==> config.mk <==
export PLATFORM = sky130hd
export DESIGN_NAME = pipe_ctrl_flat
export DESIGN_NICKNAME = d
export VERILOG_FILES = /design/src/rtl/pipe_ctrl_pkg.sv /design/src/rtl/pipe_ctrl_if.sv /design/src/rtl/pipe_ctrl_stall_wdog.sv /design/src/rtl/pipe_ctrl.sv /design/src/flat_wrapper.sv
export SDC_FILE = /design/constraint.sdc
export NUM_CORES = 1
export LEC_CHECK = 0
export BUFFER_PORTS_ARGS = -buffer_cell sky130_fd_sc_hd__buf_2
export CAP_MARGIN = 20
export CORE_UTILIZATION = 40
export DETAILED_ROUTE_END_ITERATION = 16
export PLACE_DENSITY = 0.69
export SLEW_MARGIN = 20
export SYNTH_ARGS = -nofsm -noshare
export SYNTH_HDL_FRONTEND = slang
export SYNTH_SLANG_ARGS = --single-unit
==> constraint.sdc <==
create_clock -name clk -period 4.75 [get_ports clk]
set_clock_uncertainty 0.2 [all_clocks]
set_input_delay 0.2375 -clock clk [delete_from_list [all_inputs] [get_ports clk]]
set_output_delay 0.2375 -clock clk [all_outputs]
set_load 0.01 [all_outputs]
==> src/rtl/pipe_ctrl_pkg.sv <==
// Shared constants for the pipeline controller: stall vectors, hold flags,
// exception cause codes, default exception vector and FSM state encoding.
package pipe_ctrl_pkg;

    // Stall vector bit order: [0] PC, [1] IF/ID, [2] ID/EX, [3] EX/MEM, [4] MEM/WB, [5] WB
    localparam logic [5:0] STALL_NONE = 6'b000000;
    localparam logic [5:0] STALL_IF   = 6'b000011;
    localparam logic [5:0] STALL_ID   = 6'b000111;
    localparam logic [5:0] STALL_EX   = 6'b001111;
    localparam logic [5:0] STALL_MEM  = 6'b011111;

    localparam logic STOP    = 1'b1;
    localparam logic NO_STOP = 1'b0;

    localparam logic [31:0] EXC_NONE       = 32'h0000_0000;
    localparam logic [31:0] EXC_ERET       = 32'h0000_000e;
    localparam logic [31:0] EXC_VECTOR_DEF = 32'h0000_0020;

    typedef enum logic {
        ST_RUN   = 1'b0,
        ST_FLUSH = 1'b1
    } pipe_state_e;

    // Highest-index requester wins; each level holds itself and everything upstream.
    function automatic logic [5:0] stall_encode(input logic req_if, input logic req_id,
                                                input logic req_ex, input logic req_mem);
        logic [5:0] vec;
        vec = STALL_NONE;
        if (req_mem == STOP)     vec = STALL_MEM;
        else if (req_ex == STOP) vec = STALL_EX;
        else if (req_id == STOP) vec = STALL_ID;
        else if (req_if == STOP) vec = STALL_IF;
        return vec;
    endfunction

endpackage

==> src/rtl/pipe_ctrl_if.sv <==
// Bundle of stall requests, exception inputs and control outputs between the
// pipeline stages and the controller. slave = controller side.
interface pipe_ctrl_if;
    import pipe_ctrl_pkg::*;

    logic        stallreq_if;
    logic        stallreq_id;
    logic        stallreq_ex;
    logic        stallreq_mem;
    logic [31:0] excepttype;
    logic [31:0] cp0_epc;
    logic [5:0]  stall;
    logic        flush;
    logic [31:0] new_pc;
    logic [31:0] stall_cycles;
    logic        hang;
    pipe_state_e state;          // debug view of the controller FSM

    modport slave (
        input  stallreq_if, stallreq_id, stallreq_ex, stallreq_mem, excepttype, cp0_epc,
        output stall, flush, new_pc, stall_cycles, hang, state
    );

    modport master (
        output stallreq_if, stallreq_id, stallreq_ex, stallreq_mem, excepttype, cp0_epc,
        input  stall, flush, new_pc, stall_cycles, hang, state
    );

endinterface

==> src/rtl/pipe_ctrl_stall_wdog.sv <==
// Stall statistics: free-running stalled-cycle counter plus a watchdog that
// flags a pipeline stuck in stall for WDOG_LIMIT consecutive cycles.
module pipe_ctrl_stall_wdog
    import pipe_ctrl_pkg::*;
#(
    parameter int unsigned WDOG_LIMIT = 1023
) (
    input  logic        clk,
    input  logic        rst,
    input  logic        stall_any_i,
    output logic [31:0] stall_cycles_o,
    output logic        hang_o
);

    localparam logic [9:0] LIMIT = WDOG_LIMIT[9:0];

    logic [31:0] stall_cycles_q, stall_cycles_d;
    logic [9:0]  run_cnt_q, run_cnt_d;
    logic        hang_q, hang_d;

    // Next-state: total count wraps naturally, run count saturates, hang is sticky.
    always_comb begin
        stall_cycles_d = stall_cycles_q;
        run_cnt_d      = run_cnt_q;
        hang_d         = hang_q;
        if (stall_any_i == NO_STOP) begin
            run_cnt_d = 10'd0;
        end else begin
            stall_cycles_d = stall_cycles_q + 32'd1;
            if (run_cnt_q != LIMIT) run_cnt_d = run_cnt_q + 10'd1;
        end
        if (run_cnt_d == LIMIT) hang_d = 1'b1;
    end

    // Counter and flag registers.
    always_ff @(posedge clk) begin
        if (rst) begin
            stall_cycles_q <= 32'd0;
            run_cnt_q      <= 10'd0;
            hang_q         <= 1'b0;
        end else begin
            stall_cycles_q <= stall_cycles_d;
            run_cnt_q      <= run_cnt_d;
            hang_q         <= hang_d;
        end
    end

    assign stall_cycles_o = stall_cycles_q;
    assign hang_o         = hang_q;

endmodule

==> src/rtl/pipe_ctrl.sv <==
// Pipeline controller: merges stage stall requests into the stall vector and
// converts MEM-stage exceptions/ERET into a one-cycle flush with redirect PC.
module pipe_ctrl
    import pipe_ctrl_pkg::*;
#(
    parameter int unsigned WDOG_LIMIT = 1023,
    parameter logic [31:0] EXC_VECTOR = EXC_VECTOR_DEF
) (
    input  logic         clk,
    input  logic         rst,
    pipe_ctrl_if.slave   ctrl_if
);

    pipe_state_e state_q, state_d;
    logic [31:0] new_pc_q, new_pc_d;
    logic [5:0]  stall_req;
    logic [5:0]  stall;
    logic        flush;

    assign stall_req = stall_encode(ctrl_if.stallreq_if, ctrl_if.stallreq_id,
                                    ctrl_if.stallreq_ex, ctrl_if.stallreq_mem);

    // FSM next-state and outputs: flush cycle overrides stalls; exceptions only seen in RUN.
    always_comb begin
        state_d  = state_q;
        new_pc_d = new_pc_q;
        flush    = 1'b0;
        stall    = stall_req;
        case (state_q)
            ST_RUN: begin
                if (ctrl_if.excepttype != EXC_NONE) begin
                    state_d  = ST_FLUSH;
                    new_pc_d = (ctrl_if.excepttype == EXC_ERET) ? ctrl_if.cp0_epc : EXC_VECTOR;
                end
            end
            ST_FLUSH: begin
                flush   = 1'b1;
                stall   = STALL_NONE;
                state_d = ST_RUN;
            end
            default: state_d = ST_RUN;
        endcase
    end

    // State and redirect-target registers.
    always_ff @(posedge clk) begin
        if (rst) begin
            state_q  <= ST_RUN;
            new_pc_q <= 32'd0;
        end else begin
            state_q  <= state_d;
            new_pc_q <= new_pc_d;
        end
    end

    pipe_ctrl_stall_wdog #(
        .WDOG_LIMIT (WDOG_LIMIT)
    ) u_stall_wdog (
        .clk            (clk),
        .rst            (rst),
        .stall_any_i    (stall != STALL_NONE),
        .stall_cycles_o (ctrl_if.stall_cycles),
        .hang_o         (ctrl_if.hang)
    );

    assign ctrl_if.stall  = stall;
    assign ctrl_if.flush  = flush;
    assign ctrl_if.new_pc = new_pc_q;
    assign ctrl_if.state  = state_q;

endmodule
==> src/flat_wrapper.sv <==
// flat-port wrapper written by rule: the top's interface ports become plain ports
module pipe_ctrl_flat import pipe_ctrl_pkg::*;
#(
    parameter int unsigned WDOG_LIMIT = 1023,
    parameter logic [31:0] EXC_VECTOR = EXC_VECTOR_DEF
)
  (clk, rst, ctrl_if_stallreq_if, ctrl_if_stallreq_id, ctrl_if_stallreq_ex, ctrl_if_stallreq_mem, ctrl_if_excepttype, ctrl_if_cp0_epc, ctrl_if_stall, ctrl_if_flush, ctrl_if_new_pc, ctrl_if_stall_cycles, ctrl_if_hang, ctrl_if_state);
  pipe_ctrl_if ctrl_if_i ();
  input  logic clk;
  input  logic rst;
  input wire logic [$bits(ctrl_if_i.stallreq_if)-1:0] ctrl_if_stallreq_if;
  input wire logic [$bits(ctrl_if_i.stallreq_id)-1:0] ctrl_if_stallreq_id;
  input wire logic [$bits(ctrl_if_i.stallreq_ex)-1:0] ctrl_if_stallreq_ex;
  input wire logic [$bits(ctrl_if_i.stallreq_mem)-1:0] ctrl_if_stallreq_mem;
  input wire logic [$bits(ctrl_if_i.excepttype)-1:0] ctrl_if_excepttype;
  input wire logic [$bits(ctrl_if_i.cp0_epc)-1:0] ctrl_if_cp0_epc;
  output wire logic [$bits(ctrl_if_i.stall)-1:0] ctrl_if_stall;
  output wire logic [$bits(ctrl_if_i.flush)-1:0] ctrl_if_flush;
  output wire logic [$bits(ctrl_if_i.new_pc)-1:0] ctrl_if_new_pc;
  output wire logic [$bits(ctrl_if_i.stall_cycles)-1:0] ctrl_if_stall_cycles;
  output wire logic [$bits(ctrl_if_i.hang)-1:0] ctrl_if_hang;
  output wire logic [$bits(ctrl_if_i.state)-1:0] ctrl_if_state;
  assign ctrl_if_i.stallreq_if = ctrl_if_stallreq_if;
  assign ctrl_if_i.stallreq_id = ctrl_if_stallreq_id;
  assign ctrl_if_i.stallreq_ex = ctrl_if_stallreq_ex;
  assign ctrl_if_i.stallreq_mem = ctrl_if_stallreq_mem;
  assign ctrl_if_i.excepttype = ctrl_if_excepttype;
  assign ctrl_if_i.cp0_epc = ctrl_if_cp0_epc;
  assign ctrl_if_stall = ctrl_if_i.stall;
  assign ctrl_if_flush = ctrl_if_i.flush;
  assign ctrl_if_new_pc = ctrl_if_i.new_pc;
  assign ctrl_if_stall_cycles = ctrl_if_i.stall_cycles;
  assign ctrl_if_hang = ctrl_if_i.hang;
  assign ctrl_if_state = ctrl_if_i.state;
  pipe_ctrl #(.WDOG_LIMIT(WDOG_LIMIT), .EXC_VECTOR(EXC_VECTOR)) u_core (.clk(clk), .rst(rst), .ctrl_if(ctrl_if_i));
endmodule
======== Word level (Yosys, flattened, before mapping) ========
Index checks and enable logic that the tools add are counted.
word-level totals
  register bits ........................... 76
  input port bits ......................... 70
  output and inout bits ................... 73
  word-level logic and storage cells ...... 25
cells by class
  $add $sub $neg .......................... 2
  eq/ne operators ......................... 3
  multiplexer cells ....................... 11
  bitwise logic cells ..................... 1
  reduce and logical (&&, ||, !) cells .... 3
operators by type and width
  operator                                                           count
  32-bit by 1-bit adder with 32-bit output (second input constant)   1
  32-bit by 4-bit == test with 1-bit output (second input constant)  1
  32-bit 2-to-1 mux                                                  1
  32-bit nonzero test                                                1
  6-bit 2-to-1 mux                                                   4
  10-bit 2-to-1 mux                                                  2
  10-bit by 1-bit adder with 10-bit output (second input constant)   1
  10-bit == test (second input constant)                             1
  10-bit != test (second input constant)                             1
  6-bit nonzero test                                                 1
  1-bit 2-to-1 mux                                                   2
  2-bit 2-to-1 mux                                                   1
  1-bit one-hot mux with 2 select lines                              1
  2-bit AND reduction                                                1
  1-bit inverter                                                     1

======== Logic depth before layout (Yosys ltp) ========
Gate-level depths: netlist of run 1.
  depth in word-level cells ............... 8
  depth in mapped cells ................... 6
  gate-level depth less buffers ........... 6

======== Cells and area by module ========
Synthesis of run 1 repeated with hierarchy kept, for this count alone.
second synthesis, totals
  cell total of the unflattened synthesis .. 345
  area, all modules ....................... 3369.5 sq um
modules (own cells, without submodules)
  module                instances  cells an instance  area an instance (sq um)  seq. area each (sq um)
  pipe_ctrl_stall_wdog  1          240                2102.0                    860.8
  pipe_ctrl             1          105                1267.5                    660.6

======== Worst setup path before layout of run 1 ========
Ideal clock, no wire load.
  path type ............................... register -> register
  start point ............................. reg u_core.u_stall_wdog.run_cnt_q[0]
  end point ............................... reg u_core.u_stall_wdog.hang_q (netlist: u_core.u_stall_wdog.hang_o)
  library setup time ...................... 0.075 ns
  data arrival time ....................... 1.735 ns
  data required time ...................... 4.475 ns
  slack ................................... 2.740 ns
  stages on the path, launching flop included .. 7
  path buffers ............................ 0
  clock period less this slack ............ 2.010 ns
  cell sequence ........................... dfxtp_1 ha_1 and3_2 nand4_4 a21o_1 or4_1 o22ai_1
between the ends
  word-level cells in the longest chain between the ends .. 4
  elaborated cells between the ends (all ways) .. 5
  classes of those cells .................. add/sub (1); eq/ne (2); mux (2)
ends and longest elaborated chain
  item                                                                               line                        text
  start: declaration                                                                 pipe_ctrl_stall_wdog.sv:18  logic [9:0] run_cnt_q, run_cnt_d;
  start signal: assignment                                                           pipe_ctrl_stall_wdog.sv:43  run_cnt_q <= run_cnt_d;
  10-bit by 1-bit adder with 10-bit output / 10-bit != test (equally long branches)  pipe_ctrl_stall_wdog.sv:30  if (run_cnt_q != LIMIT) run_cnt_d = run_cnt_q + 10'd1;
  10-bit 2-to-1 mux (*)                                                              pipe_ctrl_stall_wdog.sv:30
  10-bit 2-to-1 mux (*)                                                              pipe_ctrl_stall_wdog.sv:26  if (stall_any_i == NO_STOP) begin
  10-bit == test (*)                                                                 pipe_ctrl_stall_wdog.sv:32  if (run_cnt_d == LIMIT) hang_d = 1'b1;
  end signal: assignment                                                             pipe_ctrl_stall_wdog.sv:44  hang_q <= hang_d;
  end: declaration                                                                   pipe_ctrl_stall_wdog.sv:19  logic hang_q, hang_d;
Every way passes the cells marked *; elsewhere a longest branch is shown, timed or not.
A chain may end at the register's enable or synchronous reset.

======== Final worst setup path of run 1 ========
  start point ............................. reg u_core.state_q (netlist: u_core.ctrl_if.state)
  end point ............................... reg u_core.new_pc_q[12] (netlist: u_core.ctrl_if.new_pc[12])
between the ends
  word-level cells in the longest chain between the ends .. 2
ends and longest elaborated chain
  item                           line             text
  start: declaration             pipe_ctrl.sv:14  pipe_state_e state_q, state_d;
  start signal: assignment       pipe_ctrl.sv:51  state_q <= state_d;
  1-bit inverter                 n/a
  2-bit AND reduction (no line)  n/a
  end signal: assignment         pipe_ctrl.sv:52  new_pc_q <= new_pc_d;
  end: declaration               pipe_ctrl.sv:15  logic [31:0] new_pc_q, new_pc_d;
No other way between the ends.

==> impl_metrics.yaml, run 1 <==
drt:
  drtAntennaViolNets: 0
  drtIter0Drc: 122
  via_per_inst: 5.11
  vias: 3143
  wl_met1_um: 3910
  wl_met3_um: 631
  post-route-drc-count: 0
  wl_met2_um: 4180
  routed_wl_um: 8820
  top_layer: "met4"
  drt_pass1_iterations: 6
  route.detailed.wl_per_inst_um: 14.3
logic_synthesis:
  syn_nets: 411
  ys_seq_elements: 76
  ys_types: 47
  avgSynthCellArea_sq_um: 9.52
  ys_seq_area_frac: 0.472
  synth_warnings: 0
  synth-edff-count: 0
  yosysTopAreaCell: "dfxtp_1"
  synth.top_cells.by_area: "dfxtp_1, a22o_1, nor2_1"
  syn_area_sq_mm: 0.00323
  synthFlopType: "dfxtp_1"
  syn-instance-count: 339
  yosysTopAreaCellShare: 0.472
  async_reset_ff_frac: 0
timing:
  fin_tns_setup_ns: 0
  maxSlewHeadroom: 0.309
  hold_violations: 0
  finalSetupViolations: 0
  period_share: 0.524
  worst_pin_slew_ns: 1.03
  min_period_ns: 2.49
  rsz0062_at_grt: "no"
  final_max_slew_viol_count: 0
  fmax_mhz: 402
finish:
  multi_input_area_sq_mm: 0.00159
  final_util: 0.581
  syn2layout_area_growth_pct: 39.9
  nets: 580
  drive_gt1_frac: 0.333
  ff_latch_area_sq_mm: 0.00152
  fillers: 703
  diodes: 0
worst_setup_path:
  cp_num_buf_inv: 2
  crit_chain: "inv_1, nand4_1, nor4_2, buf_4, a22o_1"
  crit_family: "simple AND/OR/NAND/NOR gates"
  max_stage_delay_ns: 0.79
  crit_path_end_kind: "register"
  cp-start-kind: "register"
  criticalPathCategory: "reg2reg"
  slowest_stage: "nor4_2"
  cp.arrival_ns: 2.57
  cp.required_ns: 4.83
  path_max_fanout: 21
placement:
  portBuffers: 141
  gp_congestion: 0.773
  dp.final_hpwl_um: 5840
outcome:
  status: "finished, final reports clean"
global_route:
  grt_pass1_vias: 3007
  antenna_found_initial: 0
  track_usage: 0.213
  grt_max_degree: 41
  grt_first_pass_wirelength_um: 14300
  grt-ovfl-total: 0
floorplan:
  chipHeight_um: 91.8
  ios: 143
  die_area_sq_mm: 0.00843
  die_w_um: 91.8
  start_util: 0.415
  coreArea_sq_mm: 0.00777
  num_rows: 32
clock_tree:
  cts_buffer_depth: 2
  cts-hold-fix-buffers: 32
  cts-root-buf: "clkbuf_8"
  path_clk_slew_ns: 0.09
  postCtsSetupRepairBufs: 0
  cts_tree: "built"
  clock_latency_ns: 0.34
  numCtsBuffers: 9
  htree_num_levels: 3
  cts_resized: 0
  cts.sinks: 76
run:
  cap_violations: 0
worst_hold_path:
  worst_hold_path_type: "in2reg"
power:
  leakage_nw: 2.04
  ir_worst_vdd_mv: 0.140
  powerDensity_mw_per_mm2: 277
[registers in the layout (all words and copies together) (netlist names)]
| register | cells |
|---|---|
| u_core.u_stall_wdog.stall_cycles_o | 32 |
| u_core.ctrl_if.state | 1 |
| u_core.u_stall_wdog.run_cnt_q | 10 |
| u_core.ctrl_if.new_pc | 32 |
| u_core.u_stall_wdog.hang_o | 1 |
[layout make-up]
cell class | count | area share
Multi-Input combinational cell | 238 | 0.352
Sequential cell | 76 | 0.337
Timing Repair Buffer | 175 | 0.231
Tap cell | 102 | 0.0283
Clock buffer | 9 | 0.0274
Clock inverter | 7 | 0.0180
Inverter | 8 | 0.00665
[per-layer routing]
metal / global-route usage / up-vias
met4: 0.0677 / 0
met2: 0.367 / 116
met3: 0.0498 / 10
li1: - / 1566
met1: 0.263 / 1451
met5: 0 / -
[cell usage after synthesis, drive strengths merged, types with 2 or more instances]
| cell | number |
|---|---|
| buf | 12 |
| mux2i | 4 |
| a21o | 2 |
| nor4 | 9 |
| or3 | 6 |
| nand3 | 13 |
| clkbuf | 5 |
| nor2b | 2 |
| xor2 | 19 |
| and4 | 3 |
| o21ai | 6 |
| a22o | 31 |
| and3 | 6 |
| ha | 2 |
| nand2b | 3 |
| or4 | 2 |
| a21oi | 8 |
| nand4 | 21 |
| nor2 | 45 |
| dfxtp | 76 |
| nand2 | 19 |
| xnor2 | 8 |
| inv | 8 |
| nor3 | 14 |
| nor4b | 2 |
[logic make-up after synthesis]
| logic type | Yosys count | share of synthesized area |
|---|---|---|
| DFF | 76 | 0.472 |
| adders and majority gates | 2 | 0.00775 |
| other | 1 | 0.00116 |
| AOI/OAI and AO/OA | 55 | 0.130 |
| muxes | 4 | 0.0124 |
| buffers and inverters | 25 | 0.0384 |
| xor gates and xnor gates | 27 | 0.0733 |
| and+or+nand+nor | 149 | 0.266 |
[tightest hold or removal path, cell delays in order]
cell and delay (ns):
buf_2 0.09, or3_1 0.10, o31ai_1 0.09, nor2_1 0.08
[through the flow]
stage / total power, mW / hold WS, ns / instances / setup slack, ns / area [sq um]
5_1_grt: 1.30 / 0.132 / 615 / 2.03 / 4510
2_1_floorplan: 0.699 / 0.170 / 339 / 2.74 / 3230
6_report: 1.25 / 0.103 / 615 / 2.26 / 4510
3_5_place_dp: 0.741 / 0.253 / 567 / 1.99 / 3990
3_3_place_gp: 0.740 / 0.254 / 567 / 2.12 / 3990
4_1_cts: 1.27 / 0.0686 / 615 / 2.26 / 4510
[final timing paths]
path,slack (ns),from,to,cells past startpoint
setup / recovery,2.26,u_core.ctrl_if.state,u_core.ctrl_if.new_pc[12],5
hold / removal,0.10,ctrl_if_excepttype[2],u_core.ctrl_if.state,4
setup reg to reg,2.26,u_core.ctrl_if.state,u_core.ctrl_if.new_pc[12],5
hold reg to reg,0.27,u_core.ctrl_if.new_pc[0],u_core.ctrl_if.new_pc[0],1
[power breakdown]
part           internal [mW]  switching [mW]  total [mW]
Sequential             0.642         0.00840       0.650
Combinational         0.0532          0.0453      0.0985
Clock                  0.250           0.253       0.503
Total                  0.945           0.307        1.25
[layout by cell type (no fill, tap or decap), types with 3 or more instances in the layout]
master | Yosys | layout
dfxtp_1 | 76 | 76
o21ai_0 | 6 | 6
mux2i_1 | 4 | 4
dlygate4sd3_1 | 0 | 32
a21oi_1 | 8 | 8
a22o_1 | 31 | 31
nor3_1 | 12 | 12
nand4_1 | 19 | 19
inv_1 | 8 | 8
xnor2_1 | 8 | 8
clkbuf_8 | 0 | 9
xor2_1 | 19 | 19
nand3_1 | 12 | 12
buf_2 | 6 | 141
and3_1 | 5 | 5
or3_1 | 6 | 6
inv_6 | 0 | 3
nand2_1 | 19 | 19
nand2b_1 | 3 | 3
nor2_1 | 45 | 45
nor4_1 | 8 | 7
Note: power is estimated with default switching activity, not from simulation.
==> run 2: changes to the inputs <==
Settings changed: PLACE_DENSITY 0.69 to 0.72.
Clock period 4.75 ns to 2.2 ns, I/O delays scaled along.
==> impl_metrics.yaml, run 2 (same netlist as run 1, synthesis figures left out) <==
outcome:
  status: "finished, final reports clean"
timing:
  rsz0062_at_grt: "no"
  worst_pin_slew_ns: 0.561
  min_period_ns: 2.08
  fin_tns_setup_ns: 0
  period_share: 0.946
  final_max_slew_viol_count: 0
  finalSetupViolations: 0
  maxSlewHeadroom: 0.623
  hold_slack_ns: 0.0292
  hold_violations: 0
  fmax_mhz: 481
finish:
  diodes: 0
  ff_latch_area_sq_mm: 0.00152
  drive_gt1_frac: 0.355
  syn2layout_area_growth_pct: 46.5
  final_common_cell: "buf_2"
  fillers: 641
  nets: 602
  final_cell_mix: "buf_2, dfxtp_1, nor2_1"
  multi_input_area_sq_mm: 0.00159
floorplan:
  num_rows: 32
  chipHeight_um: 91.8
  die_area_sq_mm: 0.00843
  coreArea_sq_mm: 0.00777
  ios: 143
  start_util: 0.415
  die_w_um: 91.8
power:
  ir_worst_vdd_mv: 0.517
  p_int_mw: 2.19
  leakage_nw: 2.16
  seq_power_share: 0.498
  power.share.combinational: 0.082
  p_sw_mw: 0.624
  p_sw_frac: 0.222
  power_frac_clock: 0.419
  powerDensity_mw_per_mm2: 595
drt:
  drt_pass1_iterations: 4
  via_per_inst: 5.05
  drtIter0Drc: 66
  routed_wl_um: 8830
  route.detailed.wl_per_inst_um: 13.9
  post-route-drc-count: 0
  drtAntennaViolNets: 0
  vias: 3216
clock_tree:
  postCtsSetupRepairBufs: 0
  cts.sinks: 76
  htree_num_levels: 3
  cts-root-buf: "clkbuf_8"
  clock_latency_ns: 0.34
  cts_tree: "built"
  path_clk_slew_ns: 0.07
  numCtsBuffers: 9
  cts_buffer_depth: 2
worst_setup_path:
  crit_chain: "dlygate4sd3_1, buf_2, nor4_4, nor2_1, buf_2"
  path_max_fanout: 7
  cp.required_ns: 1.89
  slowest_stage: "dlygate4sd3_1"
  cp-start-kind: "primary input"
  cp.arrival_ns: 1.77
  max_stage_delay_ns: 0.54
  criticalPathCategory: "in2out"
  crit_path_end_kind: "primary output"
  cp_common_cell: "buf_2"
global_route:
  antenna_found_initial: 0
  grt_pass1_vias: 3148
  grt_first_pass_wirelength_um: 14600
  grt-ovfl-total: 0
  track_usage: 0.216
  grt_max_degree: 32
placement:
  gp_congestion: 0.888
  dp.final_hpwl_um: 6000
  portBuffers: 141
worst_hold_path:
  worst_hold_path_type: "in2reg"
run:
  cap_violations: 0
[run 2: changes by cell type in the layout (fill, tap and decap cells not counted), sizes merged]
cell | previous run | this run
buf | 143 | 161
clkinv | 2 | 0
clkinvlp | 1 | 2
dlygate4sd3 | 32 | 36
clkbuf | 9 | 11
bufinv | 1 | 2
inv | 11 | 9
[run 2: repair_timing]
item                                    CTS  global route
hold buffers                             36             0
endpoints found under the hold margin    43             0
endpoints found under the setup margin    0             1
gates resized for setup                   0             3
[run 2: area by class of cell]
class / count / share of cell area
Inverter: 8 / 0.00635
Tap cell: 102 / 0.0270
Multi-Input combinational cell: 238 / 0.337
Sequential cell: 76 / 0.322
Clock buffer: 11 / 0.0299
Clock inverter: 5 / 0.0177
Timing Repair Buffer: 197 / 0.260
[run 2: worst paths after layout]
path,slack [ns],cells past startpoint,from,to
max,0.12,5,ctrl_if_stallreq_if,ctrl_if_stall[1]
min,0.03,4,ctrl_if_stallreq_id,u_core.u_stall_wdog.stall_cycles_o[1]
min reg2reg,0.27,1,u_core.ctrl_if.new_pc[25],u_core.ctrl_if.new_pc[25]
max reg2reg,0.12,6,u_core.u_stall_wdog.run_cnt_q[1],u_core.u_stall_wdog.hang_o
[run 2: power by group through the flow]
stage                     sequential (mW)  combinational, mW  clock (mW)
after floorplan                      1.43             0.0767           0
after global placement               1.43              0.173           0
after detailed placement             1.43              0.176           0
after CTS                            1.40              0.228        1.21
after global routing                 1.40              0.251        1.27
final                                1.40              0.231        1.18
[run 2: metrics by stage]
stage,power [mW],cell area (sq um),util,cells,worst slack (ns)
after CTS,2.84,4720,0.608,637,0.0699
after global placement,1.61,4140,0.532,585,0.183
after detailed placement,1.61,4140,0.532,585,0.0888
after floorplan,1.51,3230,-,339,0.190
final,2.81,4730,0.608,637,0.119
after global routing,2.93,4730,0.608,637,0.0191
[run 2: layer usage]
metal	up-vias	part of all wire	wire (um)	GRT usage
li1	1608	-	-	-
met1	1474	0.44	3890	0.262
met2	118	0.48	4260	0.373
met3	16	0.061	536	0.0539
met4	0	0.015	131	0.0703
met5	-	0	0	0
[run 2: worst max-delay path, delay by kind of cell]
kind	cells	cell delay (ns)
buffers and inverters	3	0.88
and+or+nand+nor	2	0.77
==> run 3: changes to the inputs <==
Settings changed: SYNTH_HIERARCHICAL from default to 1.
==> impl_metrics.yaml, run 3 <==
finish:
  post_layout_nonfiller_instances: 629
  ff_latch_area_sq_mm: 0.00152
  syn2layout_area_growth_pct: 39.0
  fillers: 741
  final_cell_mix: "buf_2, dfxtp_1, dlygate4sd3_1"
  drive_gt1_frac: 0.372
  final_util: 0.573
  stdcell_area_sq_mm: 0.00468
  final_common_cell: "buf_2"
  multi_input_area_sq_mm: 0.00168
  diodes: 0
  nets: 591
clock_tree:
  cts_buffer_depth: 2
  htree_num_levels: 3
  numCtsBuffers: 9
  path_clk_slew_ns: 0.09
  cts.sinks: 76
  clock_latency_ns: 0.34
  cts-root-buf: "clkbuf_8"
  cts_tree: "built"
timing:
  final_max_slew_viol_count: 0
  min_period_ns: 2.09
  period_share: 0.951
  hold_violations: 0
  fin_tns_setup_ns: 0
  finalSetupViolations: 0
  fmax_mhz: 478
  rsz0062_at_grt: "no"
outcome:
  status: "finished, final reports clean"
worst_hold_path:
  min_path_cells: 3
  worst_hold_path_type: "in2reg"
logic_synthesis:
  synth_warnings: 6
  yosys.area_share.simple: 0.237
  ys_seq_area_frac: 0.452
  async_reset_ff_frac: 0
  yosysTopAreaCellShare: 0.452
  muxShareOfSynthArea: 0.0123
  synth_fa_ha_area_frac: 0.00743
  avgSynthCellArea_sq_um: 9.77
  synth_common_cells: "dfxtp_1, a22o_1, nor2_1, a21oi_1, o31ai_1"
  synth.top_cells.by_area: "dfxtp_1, a22o_1, xor2_1"
  synth_xor_xnor_area_share: 0.0468
  synth_top_family_by_area: "simple AND/OR/NAND/NOR gates"
  synthFlopType: "dfxtp_1"
  yosysTopAreaCell: "dfxtp_1"
  syn_nets: 417
  syn_area_sq_mm: 0.00337
  ys_seq_elements: 76
  synth_compound_area_frac: 0.188
  yosysMostFrequentCell: "dfxtp_1"
  synth-edff-count: 0
  ys_types: 50
  syn-instance-count: 345
drt:
  via_per_inst: 5.29
  route.detailed.wl_per_inst_um: 14.3
  vias: 3330
  drtIter0Drc: 98
  post-route-drc-count: 0
  drtAntennaViolNets: 0
  routed_wl_um: 9020
  drt_pass1_iterations: 5
power:
  total_power_mw: 2.59
  p_int_mw: 1.96
  powerDensity_mw_per_mm2: 553
  p_sw_mw: 0.631
  leakage_nw: 2.10
  seq_power_share: 0.540
  power_frac_clock: 0.368
  power.share.combinational: 0.091
  p_sw_frac: 0.244
  ir_worst_vdd_mv: 0.326
worst_setup_path:
  rr_worst_depth: 4
  cp.arrival_ns: 2.15
  slowest_stage: "or4_1"
  cp.required_ns: 2.26
  max_stage_delay_ns: 0.57
  crit_chain: "and4_2, nand4_4, or4_1, a21oi_1"
  cp-start-kind: "register"
  crit_path_end_kind: "register"
  path_max_fanout: 28
  criticalPathCategory: "reg2reg"
run:
  cap_violations: 0
placement:
  dpl-instance-area_sq_mm: 0.00414
  gp_congestion: 0.786
  portBuffers: 141
  dp.final_hpwl_um: 5850
  dp.cells: 577
global_route:
  grt_max_degree: 35
  grt_first_pass_wirelength_um: 14500
  grt_pass1_vias: 3151
  track_usage: 0.207
  grt-ovfl-total: 0
  antenna_found_initial: 0
floorplan:
  start_util: 0.412
  die_area_sq_mm: 0.00879
  ios: 143
  coreArea_sq_mm: 0.00818
  chipHeight_um: 93.8
  die_w_um: 93.8
  num_rows: 33
-- run 3: cell types whose count changed in the layout (fill, tap and decap cells not counted), moves of 5 or more --
cell / delta
xor2_1: -5
nand4_1: -8
a21oi_1: +15
nand2_1: -8
o31ai_1: +14
nor2_1: -14
nor3_1: -8
buf_4: -7
or4_1: +12
nor4_1: -6
-- run 3: timing repair --
action | in CTS | in global routing
setup endpoints to repair | 0 | 7
hold endpoints to repair | 33 | 0
hold buffers | 33 | 0
buffers inserted | 0 | 3
gates resized for setup | 0 | 4
-- run 3: cells by family (layout without fill, tap and decap cells) --
| family | after synthesis | count (layout) |
|---|---|---|
| xor+xnor | 18 | 18 |
| buf+inv | 32 | 211 |
| other cells | 1 | 1 |
| flops | 76 | 76 |
| fa+ha+maj | 2 | 2 |
| mux | 4 | 4 |
| compound gates | 85 | 85 |
| simple gates | 127 | 127 |
-- run 3: metrics by stage --
stage	setup WS [ns]	hold slack (ns)
finish	0.108	0.0539
global route	0.0209	0.0827
global placement	0.156	0.118
detailed placement	0.0954	0.126
CTS	0.0800	0.0612
floorplan	0.0532	-0.0132
-- run 3: area by class of cell --
type,instances,share of cell area
clock buffers,11,0.0302
clock inverters,5,0.00775
inverters,8,0.00641
multi-input cells,237,0.358
flip-flops and latches,76,0.325
well taps,105,0.0281
repair buffers,187,0.245
-- run 3: metal layers --
metal / part of all wire / wire [um] / track usage / vias up
met1: 0.43 / 3880 / 0.248 / 1584
met5: 0 / 0 / 0 / -
li1: - / - / - / 1635
met2: 0.50 / 4500 / 0.352 / 99
met3: 0.058 / 522 / 0.0599 / 12
met4: 0.013 / 119 / 0.0731 / 0
-- run 3: path summary, 6_finish.rpt --
check | startpoint | to | slack (ns)
worst max-delay path | u_core/u_stall_wdog/stall_cycles_o[10] | u_core/u_stall_wdog/stall_cycles_o[27] | 0.11
worst min-delay path | ctrl_if_cp0_epc[5] | u_core/ctrl_if.new_pc[5] | 0.05
worst max register to register | u_core/u_stall_wdog/stall_cycles_o[10] | u_core/u_stall_wdog/stall_cycles_o[27] | 0.11
worst min register to register | u_core/ctrl_if.new_pc[23] | u_core/ctrl_if.new_pc[23] | 0.28
-- run 3: power by group through the flow --
stage               clock, mW  combinational (mW)  sequential (mW)
floorplan                   0              0.0848             1.43
global placement            0               0.180             1.43
detailed placement          0               0.185             1.43
CTS                     0.979               0.230             1.40
global route             1.06               0.254             1.40
finish                  0.954               0.237             1.40
-- run 3: critical path, delay by kind of cell, from the launching register on --
family	cells	cell delay (ns)
DFF	1	0.40
and+or+nand+nor	3	1.21
AOI/OAI and AO/OA	1	0.20
